<file path="config.mk">
export PLATFORM = sky130hd
export DESIGN_NAME = csr_access_ctrl
export DESIGN_NICKNAME = d
export VERILOG_FILES = /design/src/rtl/csr_access_ctrl.sv
export SDC_FILE = /design/constraint.sdc
export NUM_CORES = 1
export LEC_CHECK = 0
export CORE_ASPECT_RATIO = 0.5
export CORE_MARGIN = 1
export CORE_UTILIZATION = 37
export CTS_BUF_LIST = sky130_fd_sc_hd__clkbuf_8
export DETAILED_ROUTE_END_ITERATION = 8
export PLACE_DENSITY_LB_ADDON = 0.25
export SYNTH_ARGS = -nofsm -noshare
export SYNTH_HDL_FRONTEND = slang
export SYNTH_SLANG_ARGS = --single-unit
</file>
<file path="constraint.sdc">
create_clock -name clk -period 2.4 [get_ports clk]
set_input_delay 0.24 -clock clk [delete_from_list [all_inputs] [get_ports clk]]
set_output_delay 0.24 -clock clk [all_outputs]
set_load 0.05 [all_outputs]
</file>
<file path="src/rtl/csr_access_ctrl.sv">
// rtl/csr_access_ctrl.sv - CSR regfile access sequencer for CSR instructions, trap entry and mret
// Optional read-only space check enabled by defining CSR_RO_CHECK_EN.
`ifndef CSROP_LEN
`define CSROP_LEN   3
`define CSROP_NONE  3'd0
`define CSROP_WRITE 3'd1
`define CSROP_SET   3'd2
`define CSROP_CLEAR 3'd3
`define CSROP_READ  3'd4
`endif

module csr_access_ctrl #(
  parameter int          XLEN         = 64,
  parameter logic [11:0] MSTATUS_ADDR = 12'h300,
  parameter logic [11:0] MTVEC_ADDR   = 12'h305,
  parameter logic [11:0] MEPC_ADDR    = 12'h341,
  parameter logic [11:0] MCAUSE_ADDR  = 12'h342
) (
  input  logic                  clk,
  input  logic                  rst,
  input  logic                  inst_valid_i,
  output logic                  inst_ready_o,
  input  logic [11:0]           inst_csr_addr_i,
  input  logic [`CSROP_LEN-1:0] inst_csr_op_i,
  input  logic [XLEN-1:0]       inst_op2_i,
  output logic [XLEN-1:0]       inst_rd_data_o,
  output logic                  inst_done_o,
  output logic                  inst_illegal_o,
  input  logic                  trap_valid_i,
  output logic                  trap_ready_o,
  input  logic                  trap_is_mret_i,
  input  logic [XLEN-1:0]       trap_pc_i,
  input  logic [XLEN-1:0]       trap_cause_i,
  output logic [XLEN-1:0]       trap_target_o,
  output logic                  trap_done_o,
  output logic [11:0]           csr_raddr_o,
  input  logic [XLEN-1:0]       csr_rdata_i,
  output logic                  csr_wen_o,
  output logic [11:0]           csr_waddr_o,
  output logic [XLEN-1:0]       csr_wdata_o,
  output logic                  busy_o
);

  typedef enum logic [3:0] {
    IDLE, INST_RD, INST_WR,
    TE_MEPC, TE_MCAUSE, TE_MST_RD, TE_MST_WR, TE_VEC_RD,
    MR_MST_RD, MR_MST_WR, MR_EPC_RD, DONE
  } state_t;

  localparam logic [XLEN-1:0] ALIGN_MASK = {{(XLEN-2){1'b1}}, 2'b00};

  state_t                state, state_nxt;
  logic [11:0]           addr_q;
  logic [`CSROP_LEN-1:0] op_q;
  logic [XLEN-1:0]       op2_q, pc_q, cause_q, result_q;
  logic                  trap_acc, inst_acc, is_wr_op;

  assign busy_o       = (state != IDLE);
  assign trap_ready_o = (state == IDLE) & ~rst;
  assign inst_ready_o = (state == IDLE) & ~trap_valid_i & ~rst;
  assign trap_acc     = trap_valid_i & trap_ready_o;
  assign inst_acc     = inst_valid_i & inst_ready_o;
  assign is_wr_op     = (op_q == `CSROP_WRITE) | (op_q == `CSROP_SET) | (op_q == `CSROP_CLEAR);

  function automatic logic [XLEN-1:0] entry_mstatus(input logic [XLEN-1:0] v);
    logic [XLEN-1:0] r;
    r        = v;
    r[7]     = v[3];
    r[3]     = 1'b0;
    r[12:11] = 2'b11;
    return r;
  endfunction

  function automatic logic [XLEN-1:0] mret_mstatus(input logic [XLEN-1:0] v);
    logic [XLEN-1:0] r;
    r        = v;
    r[3]     = v[7];
    r[7]     = 1'b1;
    r[12:11] = 2'b00;
    return r;
  endfunction

`ifdef CSR_RO_CHECK_EN
  // Any write into the read-only space is dropped; only ones that would change state are illegal.
  logic ro_space, ro_violation, illegal_q, wr_block_q;
  assign ro_space     = (addr_q[11:10] == 2'b11);
  assign ro_violation = ro_space & ((op_q == `CSROP_WRITE) |
                        (((op_q == `CSROP_SET) | (op_q == `CSROP_CLEAR)) & (|op2_q)));
  always_ff @(posedge clk) begin
    if (rst) begin
      illegal_q  <= 1'b0;
      wr_block_q <= 1'b0;
    end else if (state == INST_RD) begin
      illegal_q  <= ro_violation;
      wr_block_q <= ro_space;
    end
  end
  assign inst_illegal_o = inst_done_o & illegal_q;
`else
  logic wr_block_q;
  assign wr_block_q     = 1'b0;
  assign inst_illegal_o = 1'b0;
`endif

  always_comb begin
    state_nxt   = state;
    csr_raddr_o = '0;
    csr_wen_o   = 1'b0;
    csr_waddr_o = '0;
    csr_wdata_o = '0;
    inst_done_o = 1'b0;
    trap_done_o = 1'b0;
    case (state)
      IDLE: begin
        if (trap_acc)      state_nxt = trap_is_mret_i ? MR_MST_RD : TE_MEPC;
        else if (inst_acc) state_nxt = INST_RD;
      end
      INST_RD: begin
        csr_raddr_o = addr_q;
        state_nxt   = INST_WR;
      end
      INST_WR: begin
        inst_done_o = 1'b1;
        if (is_wr_op && !wr_block_q) begin
          csr_wen_o   = 1'b1;
          csr_waddr_o = addr_q;
          csr_wdata_o = result_q;
        end
        state_nxt = IDLE;
      end
      TE_MEPC: begin
        csr_wen_o   = 1'b1;
        csr_waddr_o = MEPC_ADDR;
        csr_wdata_o = pc_q & ALIGN_MASK;
        state_nxt   = TE_MCAUSE;
      end
      TE_MCAUSE: begin
        csr_wen_o   = 1'b1;
        csr_waddr_o = MCAUSE_ADDR;
        csr_wdata_o = cause_q;
        state_nxt   = TE_MST_RD;
      end
      TE_MST_RD: begin
        csr_raddr_o = MSTATUS_ADDR;
        state_nxt   = TE_MST_WR;
      end
      TE_MST_WR: begin
        csr_wen_o   = 1'b1;
        csr_waddr_o = MSTATUS_ADDR;
        csr_wdata_o = result_q;
        state_nxt   = TE_VEC_RD;
      end
      TE_VEC_RD: begin
        csr_raddr_o = MTVEC_ADDR;
        state_nxt   = DONE;
      end
      MR_MST_RD: begin
        csr_raddr_o = MSTATUS_ADDR;
        state_nxt   = MR_MST_WR;
      end
      MR_MST_WR: begin
        csr_wen_o   = 1'b1;
        csr_waddr_o = MSTATUS_ADDR;
        csr_wdata_o = result_q;
        state_nxt   = MR_EPC_RD;
      end
      MR_EPC_RD: begin
        csr_raddr_o = MEPC_ADDR;
        state_nxt   = DONE;
      end
      DONE: begin
        trap_done_o = 1'b1;
        state_nxt   = IDLE;
      end
      default: state_nxt = IDLE;
    endcase
    // Nothing may commit or complete while reset is asserted.
    if (rst) begin
      csr_wen_o   = 1'b0;
      csr_waddr_o = '0;
      csr_wdata_o = '0;
      inst_done_o = 1'b0;
      trap_done_o = 1'b0;
    end
  end

  always_ff @(posedge clk) begin
    if (rst) state <= IDLE;
    else     state <= state_nxt;
  end

  always_ff @(posedge clk) begin
    if (rst) begin
      addr_q         <= '0;
      op_q           <= `CSROP_NONE;
      op2_q          <= '0;
      pc_q           <= '0;
      cause_q        <= '0;
      result_q       <= '0;
      inst_rd_data_o <= '0;
      trap_target_o  <= '0;
    end else begin
      if (trap_acc) begin
        pc_q    <= trap_pc_i;
        cause_q <= trap_cause_i;
      end else if (inst_acc) begin
        addr_q <= inst_csr_addr_i;
        op_q   <= inst_csr_op_i;
        op2_q  <= inst_op2_i;
      end
      case (state)
        INST_RD: begin
          inst_rd_data_o <= csr_rdata_i;
          case (op_q)
            `CSROP_WRITE: result_q <= op2_q;
            `CSROP_SET:   result_q <= csr_rdata_i | op2_q;
            `CSROP_CLEAR: result_q <= csr_rdata_i & ~op2_q;
            `CSROP_READ:  result_q <= csr_rdata_i;
            default:      result_q <= '0;
          endcase
        end
        TE_MST_RD: result_q      <= entry_mstatus(csr_rdata_i);
        MR_MST_RD: result_q      <= mret_mstatus(csr_rdata_i);
        TE_VEC_RD: trap_target_o <= csr_rdata_i & ALIGN_MASK;
        MR_EPC_RD: trap_target_o <= csr_rdata_i;
        default: ;
      endcase
    end
  end

endmodule

</file>
==> flow_summary_export.csv <==
group,metric,value,unit
setup_path,cp_slowest_stage_delay,0.55,ns
sta,setup_viol,77,
power_and_ir_drop,ir_drop,0.399,mV
cells_and_area,nets,2789,
sta,finalCritPeriodShare,115,%
global_route,grt_pass1_wl,101000,um
cells_and_area,drive_above_1_share,16.1,%
cells_and_area,final_cells,3156,
setup_path,slowest_stage,"or4bb_4",
setup_path,endpoint_kind,"output port",
setup_path,cp_max_fo,6,
yosys,async_flop_share,0,%
yosys,yosysSeqAreaShare,48.1,%
floorplan,die_w,302,um
yosys,synthFlopType,"dfxtp_1",
global_route,antenna_found_initial,15,
yosys,yosys-top-cells-count,"nand2_1 (430), dfxtp_1 (401), a21oi_1 (216)",
setup_path,critPathTopFamily,"simple AND/OR/NAND/NOR gates",
setup_path,cp.arrival,2.52,ns
setup_path,worst-path-buf-inv,4,
sta,hold_viol,0,
cells_and_area,nFillCells,3888,
global_route,grt_max_degree,80,
setup_path,required,2.16,ns
yosys,synth_top_cell_by_area,"dfxtp_1",
yosys,yosysUniqueCellTypes,49,
cells_and_area,seqCellArea,8040,sq um
power_and_ir_drop,p_leak,9.27,nW
power_and_ir_drop,power_density,729,nW/um^2
yosys,synth_top_cell_area_share,48.1,%
sta,skew,0.0251,ns
yosys,syn_inst,2032,
floorplan,start_util,37.9,%
clocking,cts_buffer_depth,3,
yosys,synth_edf_count,0,
global_route,grtUsageTotal,28.2,%
drt,wire_per_inst,21.3,um
yosys,ys_ff_latch,401,
status,violations,"setup timing",
drt,wl,67300,um
sta,grt_setup_unrepaired,"true",
place,portBuffers,495,
setup_path,critPathKind,"reg -> out",
cells_and_area,multi_input_area,8350,sq um
yosys,syn_nets,2308,
sta,worstMarginPinSlew,0.552,ns
yosys,synthTopCellsByArea,"dfxtp_1 (48%), nand2_1 (9.7%), a21oi_1 (6.5%)",
sta,finalMaxSlewViolations,0,
clocking,cts_buffers,59,
status,outcome,"finished, violations left",
sta,layout_setup_ws,-0.359,ns
setup_path,path_cells,"or4bb_4 -> o211ai_4 -> buf_12 -> buf_6 -> clkbuf_16 -> a222oi_1 -> nor2_2 -> buf_12",
yosys,synth.cell_area,16700,sq um
clocking,clk_pin_slew_worst_paths,0.07,ns
yosys,yosysMostFrequentCell,"nand2_1",
sta,whs,0.156,ns
setup_path,start_kind,"flop",
sta,slew_headroom,62.7,%
drt,firstDrtPassIters,6,
job,drv_cap,0,
global_route,grt-ovfl-total,0,
floorplan,io_pins,499,
drt,ant_nets,0,
drt,vias,17100,
floorplan,row_count,54,
global_route,first_global_vias,16600,
place,hpwl,42100,um
place,place.gp.congestion,0.857,
sta,timing.fmax,363,MHz
yosys,yosys_warnings,0,
sta,timing.final.crit_period,2.76,ns
drt,viasPerCell,5.40,
clocking,cts_root_buf,"clkbuf_8",
clocking,cts_max_level,2,
floorplan,fp.dieH,152,um
place,dpl.cell_count,2996,
clocking,clk-insertion-delay-late,0.63,ns
setup_path,cp_common_cell,"buf_12",
yosys,postSynthAreaPerCell,8.21,sq um
drt,drc,0,
min_path,min_path_type,"in -> reg",
floorplan,dieArea,46000,sq um
cells_and_area,syn_to_final_growth,54.6,%
clocking,cts_tree,"yes",
floorplan,core-area,44100,sq um
drt,first_iter_violations,1622,
clocking,cts.sinks,401,
cells by family after synthesis:
| family | after synthesis | synth area share, % |
|---|---|---|
| AND/OR/NAND/NOR | 815 | 22.7 |
| AO/OA/AOI/OAI | 560 | 20.5 |
| flip-flops | 401 | 48.1 |
| multiplexers | 63 | 3.78 |
| XOR/XNOR | 3 | 0.157 |
| buffers and inverters | 189 | 4.69 |
| other | 1 | 0.0225 |
layer usage:
metal	vias up	GRT usage, %	wire length (um)
li1	8055	-	-
met1	8283	35.7	27800
met2	590	48.8	33600
met3	128	4.09	3680
met4	0	10.4	2160
met5	-	0	0
area by class of cell:
cell class | count | area share (%)
multi-input combinational | 1442 | 32.4
antenna | 15 | 0.145
tap | 588 | 2.85
sequential | 401 | 31.2
clock inverter | 23 | 0.475
timing repair buffer | 605 | 28.8
inverter | 4 | 0.0582
clock buffer | 78 | 4.16
report_power, final:
part | internal, W | switching (W) | total (W)
Sequential | 0.00736 | 0.000416 | 0.00778
Combinational | 0.00204 | 0.00326 | 0.00529
Clock | 0.00298 | 0.00275 | 0.00573
Total | 0.0124 | 0.00642 | 0.0188
worst paths after layout:
check                           cells after the start  slack (ns)               start                  to
worst max-delay path                                8       -0.36            state[0]     csr_wdata_o[62]
worst min-delay path                                3        0.16      inst_op2_i[26]           op2_q[26]
worst max register to register                      6        0.11            state[2]           op2_q[56]
worst min register to register                      2        0.45  inst_rd_data_o[13]  inst_rd_data_o[13]
placed cells by master, fill, tap and decap left out, types with 7 or more instances in the layout:
master and n:
buf_6 10, mux2i_1 63, buf_16 12, a21oi_1 209, dfxtp_1 396, a222oi_1 62
nor2_2 63, clkbuf_8 78, and2_1 7, nand2_1 425, nor3b_1 63, nor2_4 7
nor2_1 73, and3_1 7, o21ai_0 188, inv_1 20, diode_2 15, buf_12 122
nand2b_1 128, clkdlybuf4s50_1 400, buf_4 54, a32oi_1 60
repair_timing:
item	4_1_cts	5_1_grt
pin swaps	30	29
cloned	11	2
resized for setup	70	20
endpoints found under the hold margin	10	0
setup buffers	32	0
hold buffers	1	0
endpoints found under the setup margin	89	92
sequential cells by signal, summed over array words and instances (netlist names):
name and cells:
trap_target_o 64, result_q 64, pc_q 62, addr_q 12, cause_q 64, inst_rd_data_o 64, op_q 3, state 4
op2_q 64
worst reg2reg max path: cells and delay by family (launching register included):
kind                   cells  cell delay, ns
AND/OR/NAND/NOR            3            1.34
buffers and inverters      2            0.39
flip-flops                 1            0.37
AO/OA/AOI/OAI              1            0.06
through the flow:
stage / worst slack [ns] / TNS [ns] / cell area (sq um) / util (%) / power [W]
finish: -0.359 / -19.01 / 25800 / 58.6 / 0.0188
global route: -0.433 / -24.75 / 25800 / 58.6 / 0.0196
CTS: -0.378 / -22.06 / 25700 / 58.3 / 0.0188
detailed placement: 0.103 / 0 / 23600 / 53.6 / 0.0127
global placement: 0.0878 / 0 / 23600 / 53.6 / 0.0126
floorplan: -0.0319 / -0.636 / 16900 / - / 0.0105
(Power assumes the default switching activity.)
